File: config.mk
export PLATFORM = sky130hd
export DESIGN_NAME = serial_mag_compare
export DESIGN_NICKNAME = d
export VERILOG_FILES = /design/src/rtl/serial_cmp_pkg.sv /design/src/rtl/bit_cmp_slice.sv /design/src/rtl/serial_mag_compare.sv
export SDC_FILE = /design/constraint.sdc
export NUM_CORES = 1
export LEC_CHECK = 0
export CAP_MARGIN = 0
export CELL_PAD_IN_SITES_DETAIL_PLACEMENT = 1
export CELL_PAD_IN_SITES_GLOBAL_PLACEMENT = 1
export CORE_ASPECT_RATIO = 1.75
export CORE_MARGIN = 3
export CORE_UTILIZATION = 41
export CTS_CLUSTER_DIAMETER = 50
export DETAILED_ROUTE_END_ITERATION = 7
export PLACE_DENSITY_LB_ADDON = 0.15
export SLEW_MARGIN = 20
export SYNTH_ARGS = -nofsm -noshare
export SYNTH_HDL_FRONTEND = slang
export SYNTH_SLANG_ARGS = --single-unit
File: constraint.sdc
create_clock -name clk -period 3.2 [get_ports clk]
set_input_delay 0.64 -clock clk [delete_from_list [all_inputs] [get_ports clk]]
set_output_delay 0.64 -clock clk [all_outputs]
set_load 0.005 [all_outputs]
File: src/rtl/serial_cmp_pkg.sv
// Shared definitions for the serial magnitude comparator: FSM state
// encodings and the helper that sizes the bit counter.
package serial_cmp_pkg;

  localparam logic [1:0] ST_IDLE = 2'd0;
  localparam logic [1:0] ST_CMP  = 2'd1;
  localparam logic [1:0] ST_DONE = 2'd2;

  // Bits needed to hold 0..value-1, never less than one.
  function automatic int clog2(input int value);
    int r;
    r = 0;
    while ((1 << r) < value) r++;
    if (r < 1) r = 1;
    return r;
  endfunction

endpackage

File: src/rtl/bit_cmp_slice.sv
// One-bit magnitude comparator slice: reports a>b and a==b for a single
// bit pair. The word-level verdict is folded together by the caller.
module bit_cmp_slice (
  input  logic a,
  input  logic b,
  output logic gt,
  output logic eq
);

  // Pure combinational bit compare; outputs defaulted first.
  always_comb begin
    gt = 1'b0;
    eq = 1'b0;
    gt = a & ~b;
    eq = ~(a ^ b);
  end

endmodule

File: src/rtl/serial_mag_compare.sv
// Serial MSB-first magnitude comparator for two W-bit unsigned words.
// One bit pair is examined per cycle through bit_cmp_slice; the word
// verdict (gt/eq/lt) is published with a one-cycle done_tick.
//
// Build option SERIAL_CMP_EARLY_EXIT_EN:
//   defined   - the scan stops at the first differing bit (variable latency)
//   undefined - all W bits are always scanned; the first difference is held
//               in a sticky decided flag so the latency is fixed at W+1.
import serial_cmp_pkg::*;

module serial_mag_compare #(
  parameter int W = 8
) (
  input  logic         clk,
  input  logic         reset,
  input  logic         start,
  input  logic [W-1:0] a,
  input  logic [W-1:0] b,
  output logic         ready,
  output logic         done_tick,
  output logic         gt,
  output logic         eq,
  output logic         lt
);

  localparam int CW = clog2(W);

  logic [1:0]    state_q, state_d;
  logic [W-1:0]  a_q, a_d;
  logic [W-1:0]  b_q, b_d;
  logic [CW-1:0] cnt_q, cnt_d;
  logic          gt_q, gt_d;
  logic          eq_q, eq_d;
  logic          lt_q, lt_d;
`ifndef SERIAL_CMP_EARLY_EXIT_EN
  logic          dec_q, dec_d;   // a difference has already been seen
  logic          dgt_q, dgt_d;   // that difference had a>b
`endif

  logic          s_gt, s_eq;

  bit_cmp_slice u_slice (
    .a  (a_q[W-1]),
    .b  (b_q[W-1]),
    .gt (s_gt),
    .eq (s_eq)
  );

  // Next-state logic: accept, per-bit scan and verdict publication.
  always_comb begin
    state_d = state_q;
    a_d     = a_q;
    b_d     = b_q;
    cnt_d   = cnt_q;
    gt_d    = gt_q;
    eq_d    = eq_q;
    lt_d    = lt_q;
`ifndef SERIAL_CMP_EARLY_EXIT_EN
    dec_d   = dec_q;
    dgt_d   = dgt_q;
`endif
    case (state_q)
      ST_IDLE: begin
        if (start) begin
          a_d     = a;
          b_d     = b;
          cnt_d   = CW'(W - 1);
          gt_d    = 1'b0;
          eq_d    = 1'b0;
          lt_d    = 1'b0;
`ifndef SERIAL_CMP_EARLY_EXIT_EN
          dec_d   = 1'b0;
          dgt_d   = 1'b0;
`endif
          state_d = ST_CMP;
        end
      end
      ST_CMP: begin
        cnt_d = cnt_q - 1'b1;
`ifdef SERIAL_CMP_EARLY_EXIT_EN
        if (s_gt) begin
          gt_d    = 1'b1;
          state_d = ST_DONE;
        end else if (!s_eq) begin
          lt_d    = 1'b1;
          state_d = ST_DONE;
        end else begin
          a_d = {a_q[W-2:0], 1'b0};
          b_d = {b_q[W-2:0], 1'b0};
          if (cnt_q == '0) begin
            eq_d    = 1'b1;
            state_d = ST_DONE;
          end
        end
`else
        // Keep shifting after a decision; later bits are simply ignored.
        a_d = {a_q[W-2:0], 1'b0};
        b_d = {b_q[W-2:0], 1'b0};
        if (!dec_q && !s_eq) begin
          dec_d = 1'b1;
          dgt_d = s_gt;
        end
        if (cnt_q == '0) begin
          state_d = ST_DONE;
          if (dec_q) begin
            gt_d = dgt_q;
            lt_d = ~dgt_q;
          end else begin
            gt_d = s_gt;
            lt_d = ~s_gt & ~s_eq;
            eq_d = s_eq;
          end
        end
`endif
      end
      ST_DONE: state_d = ST_IDLE;
      default: state_d = ST_IDLE;
    endcase
  end

  // State, datapath and verdict registers with synchronous reset.
  always_ff @(posedge clk) begin
    if (reset) begin
      state_q <= ST_IDLE;
      a_q     <= '0;
      b_q     <= '0;
      cnt_q   <= '0;
      gt_q    <= 1'b0;
      eq_q    <= 1'b0;
      lt_q    <= 1'b0;
`ifndef SERIAL_CMP_EARLY_EXIT_EN
      dec_q   <= 1'b0;
      dgt_q   <= 1'b0;
`endif
    end else begin
      state_q <= state_d;
      a_q     <= a_d;
      b_q     <= b_d;
      cnt_q   <= cnt_d;
      gt_q    <= gt_d;
      eq_q    <= eq_d;
      lt_q    <= lt_d;
`ifndef SERIAL_CMP_EARLY_EXIT_EN
      dec_q   <= dec_d;
      dgt_q   <= dgt_d;
`endif
    end
  end

  assign ready     = (state_q == ST_IDLE);
  assign done_tick = (state_q == ST_DONE);
  assign gt        = gt_q;
  assign eq        = eq_q;
  assign lt        = lt_q;

endmodule

After elaboration in Yosys (flattened, before gate mapping). Index checks and enable logic that the tools add are counted.

Output and inout bits: 5. Word-level logic and storage cells: 56. Bits in registers: 26. Bits of input ports: 19.

Bitwise operators: 7. Add/sub/neg operators: 1. Muxes and demuxes: 23. Eq/ne operators: 6. Reductions and logical operators: 10.

Operators by type and width (count): 8-bit case mux with 2 select lines (2); 8-bit two-way mux (2); 1-bit case mux with 2 select lines (5); 1-bit two-way mux (9); 2-bit inequality test (second input constant) (4); 3-bit case mux with 2 select lines (1); 3-bit AND reduction (2); 2-bit two-way mux (2); 1-bit inverter (4); 2-bit case mux with 2 select lines (1); 2-bit AND reduction (2); 4-bit AND reduction (1); 3-bit logical NOT (1); 3-bit two-way mux (1); 3-bit by 1-bit subtractor with 3-bit output (second input constant) (1); 1-bit AND (2); 2-bit by 1-bit == test with 1-bit output (second input constant) (1); 2-bit == test (second input constant) (1); 2-bit logical NOT (1); 2-bit nonzero test (1); 1-bit logical AND (1); 1-bit logical NOT (1); 1-bit XOR (1).

Logic depth before layout (Yosys ltp).
Word-level depth: 7. Gate-level depth with buffers: 6. Depth with buffers taken out: 5.

By module. A second synthesis with hierarchy kept.

Cell total of the unflattened synthesis: 140. Area total of the unflattened synthesis: 1281.2 sq um.

Modules (own cells, without submodules): serial_mag_compare (sequential area each 520.5 sq um, cells an instance 138, times used 1, area each 1265.0 sq um); bit_cmp_slice (sequential area each 0.0 sq um, cells an instance 2, times used 1, area each 16.3 sq um).

Least setup slack after synthesis. No wires, ideal clock.

Path kind: input -> register. Start: input port start. End: register lt_q, in the netlist lt. Setup slack: 1761 ps. Required time: 3066 ps. Path buffers: 0. Arrival time: 1305 ps. Cell stages on the path: 3. Library setup time: 134 ps. Cells stage by stage: or3b_2 -> a21oi_1 -> a211oi_1.

Word-level cells in the longest chain between the ends: 2.

Ends and longest elaborated chain: start: declaration (RTL line serial_mag_compare.sv:16) `input logic start,`; 2-bit inequality test (no source line); 3-bit AND reduction (no source line); end signal: assignment (RTL line serial_mag_compare.sv:142) `lt_q <= lt_d;`; end: declaration (RTL line serial_mag_compare.sv:34) `logic lt_q, lt_d;`.

Every way passes these cells. A chain may end at the register's enable or synchronous reset.

Worst setup path after layout.
Start: register state_q[1]. End: output port done_tick.

Word-level cells in the longest chain between the ends: 1.

Ends and longest elaborated chain: start: declaration (RTL line serial_mag_compare.sv:28) `logic [1:0] state_q, state_d;`; start signal: assignment (RTL line serial_mag_compare.sv:136) `state_q <= state_d;`; 2-bit == test (RTL line serial_mag_compare.sv:151) `assign done_tick = (state_q == ST_DONE);`; end: declaration (RTL line serial_mag_compare.sv:20) `output logic done_tick,`.

Every way passes these cells.

==> run summary <==
Routed WL per cell = 14.6 um
Hold_sp = cnt_q[0]
IO buf count = 23
Hold EP = cnt_q[0]
Clock Tree Buf Depth = 2
CTS Root Buffer Type = clkbuf_8
DRT Pass-1 Iters = 1
Number of global-route vias before repair = 1027
Hold Path Stages = 2
Min-delay worst type = flip-flop to flip-flop
MaxCap Viol Count = 0
Slew @ Worst Pin = 0.918 ns
Post-cts sizing count = 0
N_diodes = 0
Commonest non-fill, non-tap cell in the layout = dfxtp_1
Sw Share = 0.276
Share of post-route cells with drive strength above 1 = 0.0510
DIE WIDTH = 47.9 um
Routed wire length = 2700 um
Critical path data required time = 2.56 ns
Inserted Clock Buffers = 3
Global route overflow = 0
Vias per cell = 5.45
RSZ-0062 raised after global routing = no
Fin nets = 181
Final period util = 0.673
Placer congestion estimate = 0.695
Setup crit start kind = flip-flop
Clock Power Share = 0.278
Std cell rows = 26
Post-Route M1 WL = 1170 um
Initial antenna violation count = 0
Slew Limit Fails = 0
Netlist cell types = 29
Max Used Layer = met4
Drc violations = 0
Outcome = finished, final reports clean
Max VDD drop = 0.252 mV
I/O pins = 24
#FFs+latches synth = 26
Ys Warns = 0
Mapped Cells = 140
DR iter-0 viols = 0
DR WL met3 = 66 um
Avg Inst Size Synth = 9.01 sq um
Post-DP HPWL = 2040 um
Die height = 79.4 um
PwrDens = 500 nW/um^2
CTS sink count = 26
DR WL met2 = 1430 um
Critical path arrival = 1.51 ns
Die Area = 3800 sq um
Seq pwr share = 0.504
Clock skew = 0.00911 ns
CTS tree = built
RR Startpoint = state_q[1]
Netlist Area Pre-Place = 1260 sq um
Routed via count = 1008
Final Cell Area = 1520 sq um
Post-route setup TNS = 0 ns
GRT Overall Usage = 0.156
Comb pwr share = 0.218
Highest Clock Rate = 464 MHz
First-pass GRT wire length = 4410 um
Critical-path cell list = nor2b_1 -> clkdlybuf4s50_1
NetSw = 210 uW
Largest net degree at the start of global routing = 34
R2r setup slk = 1.28 ns
Leakage = 0.650 nW
Most frequent cells in the layout = dfxtp_1 (26), clkdlybuf4s50_1 (23), nor2_1 (20)
Setup CP Type = flip-flop to output pin
Core Box Area = 2930 sq um
Hold_buf cts = 0
Seq/Total Area, Yosys = 0.413
Final Hold Vio Count = 0
Max_slew headroom = 0.388
Min Clock Period, post-route = 2.15 ns
Max incr delay on CP = 0.56 ns
Reg2reg end = b_q[7]
# setup viols final = 0
Critical-path maximum fanout = 15
Endpoint class of the critical path = output pin
R2r worst-path depth = 3
Slowest CP cell = dfxtp_1
Initial Util = 0.431
Clock H-tree levels = 1
Layout area overhead = 20.7%
Syn Nets = 163
Power Internal = 552 uW
Post-CTS Repair Setup Buffers = 0
Detail Route Antenna Nets = 0
Hold slack = 0.466 ns
Clock Pin Slew Worst Setup and Hold Paths = 0.09 ns
Area post-placement = 1470 sq um
Clk_lat worst skew = 0.27 ns
==> per-stage QoR <==
stage	utilization	worst slack [ns]	cells	power, mW
after floorplan	-	1.76	140	0.508
after global placement	0.501	1.05	181	0.549
after CTS	0.520	1.03	185	0.768
after detailed placement	0.501	0.940	181	0.559
after global routing	0.520	0.947	185	0.805
final	0.520	1.05	185	0.762
==> power groups by stage <==
stage | clock network, mW | registers [mW] | logic [mW]
2_1_floorplan | 0 | 0.380 | 0.127
3_3_place_gp | 0 | 0.390 | 0.159
3_5_place_dp | 0 | 0.391 | 0.169
4_1_cts | 0.214 | 0.384 | 0.170
5_1_grt | 0.230 | 0.389 | 0.187
6_report | 0.211 | 0.384 | 0.166
==> metal layers <==
layer  GRT usage  vias to the layer above
met2       0.265                       15
met3      0.0226                        2
met1       0.188                      471
met4      0.0539                        0
li1            -                      520
met5           0                        -
==> cells in the mapped netlist <==
| library cell | count | area share |
|---|---|---|
| a211o_1 | 1 | 0.0069 |
| a211oi_1 | 17 | 0.10 |
| a21oi_1 | 6 | 0.024 |
| a31oi_1 | 1 | 0.0050 |
| and2b_1 | 1 | 0.0060 |
| and3b_1 | 1 | 0.0069 |
| and4bb_2 | 1 | 0.0099 |
| buf_2 | 2 | 0.0079 |
| buf_4 | 4 | 0.024 |
| buf_6 | 1 | 0.0089 |
| clkbuf_1 | 4 | 0.012 |
| dfxtp_1 | 26 | 0.41 |
| ha_1 | 4 | 0.040 |
| inv_1 | 11 | 0.033 |
| mux2i_1 | 16 | 0.13 |
| nand2_1 | 5 | 0.015 |
| nand2b_1 | 1 | 0.0050 |
| nand3_1 | 2 | 0.0079 |
| nand3b_1 | 2 | 0.012 |
| nand4bb_1 | 1 | 0.0089 |
| nor2_1 | 20 | 0.060 |
| nor2b_1 | 2 | 0.0099 |
| nor3b_1 | 1 | 0.0060 |
| o211ai_1 | 1 | 0.0060 |
| o21ai_0 | 5 | 0.020 |
| o21ba_2 | 1 | 0.0079 |
| o22ai_1 | 1 | 0.0050 |
| or3b_2 | 1 | 0.0069 |
| or4_1 | 1 | 0.0060 |
==> area by class of cell <==
cell class	instances	area (sq um)
Clock buffer	4	55.1
Fill cell	342	1410
Inverter	11	41.3
Multi-Input combinational cell	92	633
Sequential cell	26	520
Tap cell	28	35.0
Timing Repair Buffer	24	238
==> critical path, delay by kind of cell, from the launching register on <==
kind | cells | cell delay (ns)
buffers and inverters | 1 | 0.51
AND/OR/NAND/NOR | 1 | 0.18
flip-flops | 1 | 0.56
==> logic make-up after synthesis <==
family                     after synthesis  share of synthesized area
and+or+nand+nor                         39                      0.160
muxes                                   16                      0.127
buffers and inverters                   22                     0.0853
DFF                                     26                      0.413
AOI/OAI and AO/OA                       33                      0.176
adders and majority gates                4                     0.0397
==> registers in the layout (all words and copies together), names as in the netlist <==
name,cells
cnt_q,3
dec_q,1
eq,1
lt,1
gt,1
dgt_q,1
state_q,2
a_q,8
b_q,8
==> worst max path at each step <==
| stage | from | to | slack [ns] |
|---|---|---|---|
| finish | state_q[1] | done_tick | 1.05 |
| global route | state_q[1] | done_tick | 0.95 |
| CTS | state_q[1] | done_tick | 1.03 |
| detailed placement | start | cnt_q[1] | 0.94 |
| global placement | start | a_q[0] | 1.05 |
| floorplan | start | lt | 1.76 |
Power figures use the tool's default switching activity.
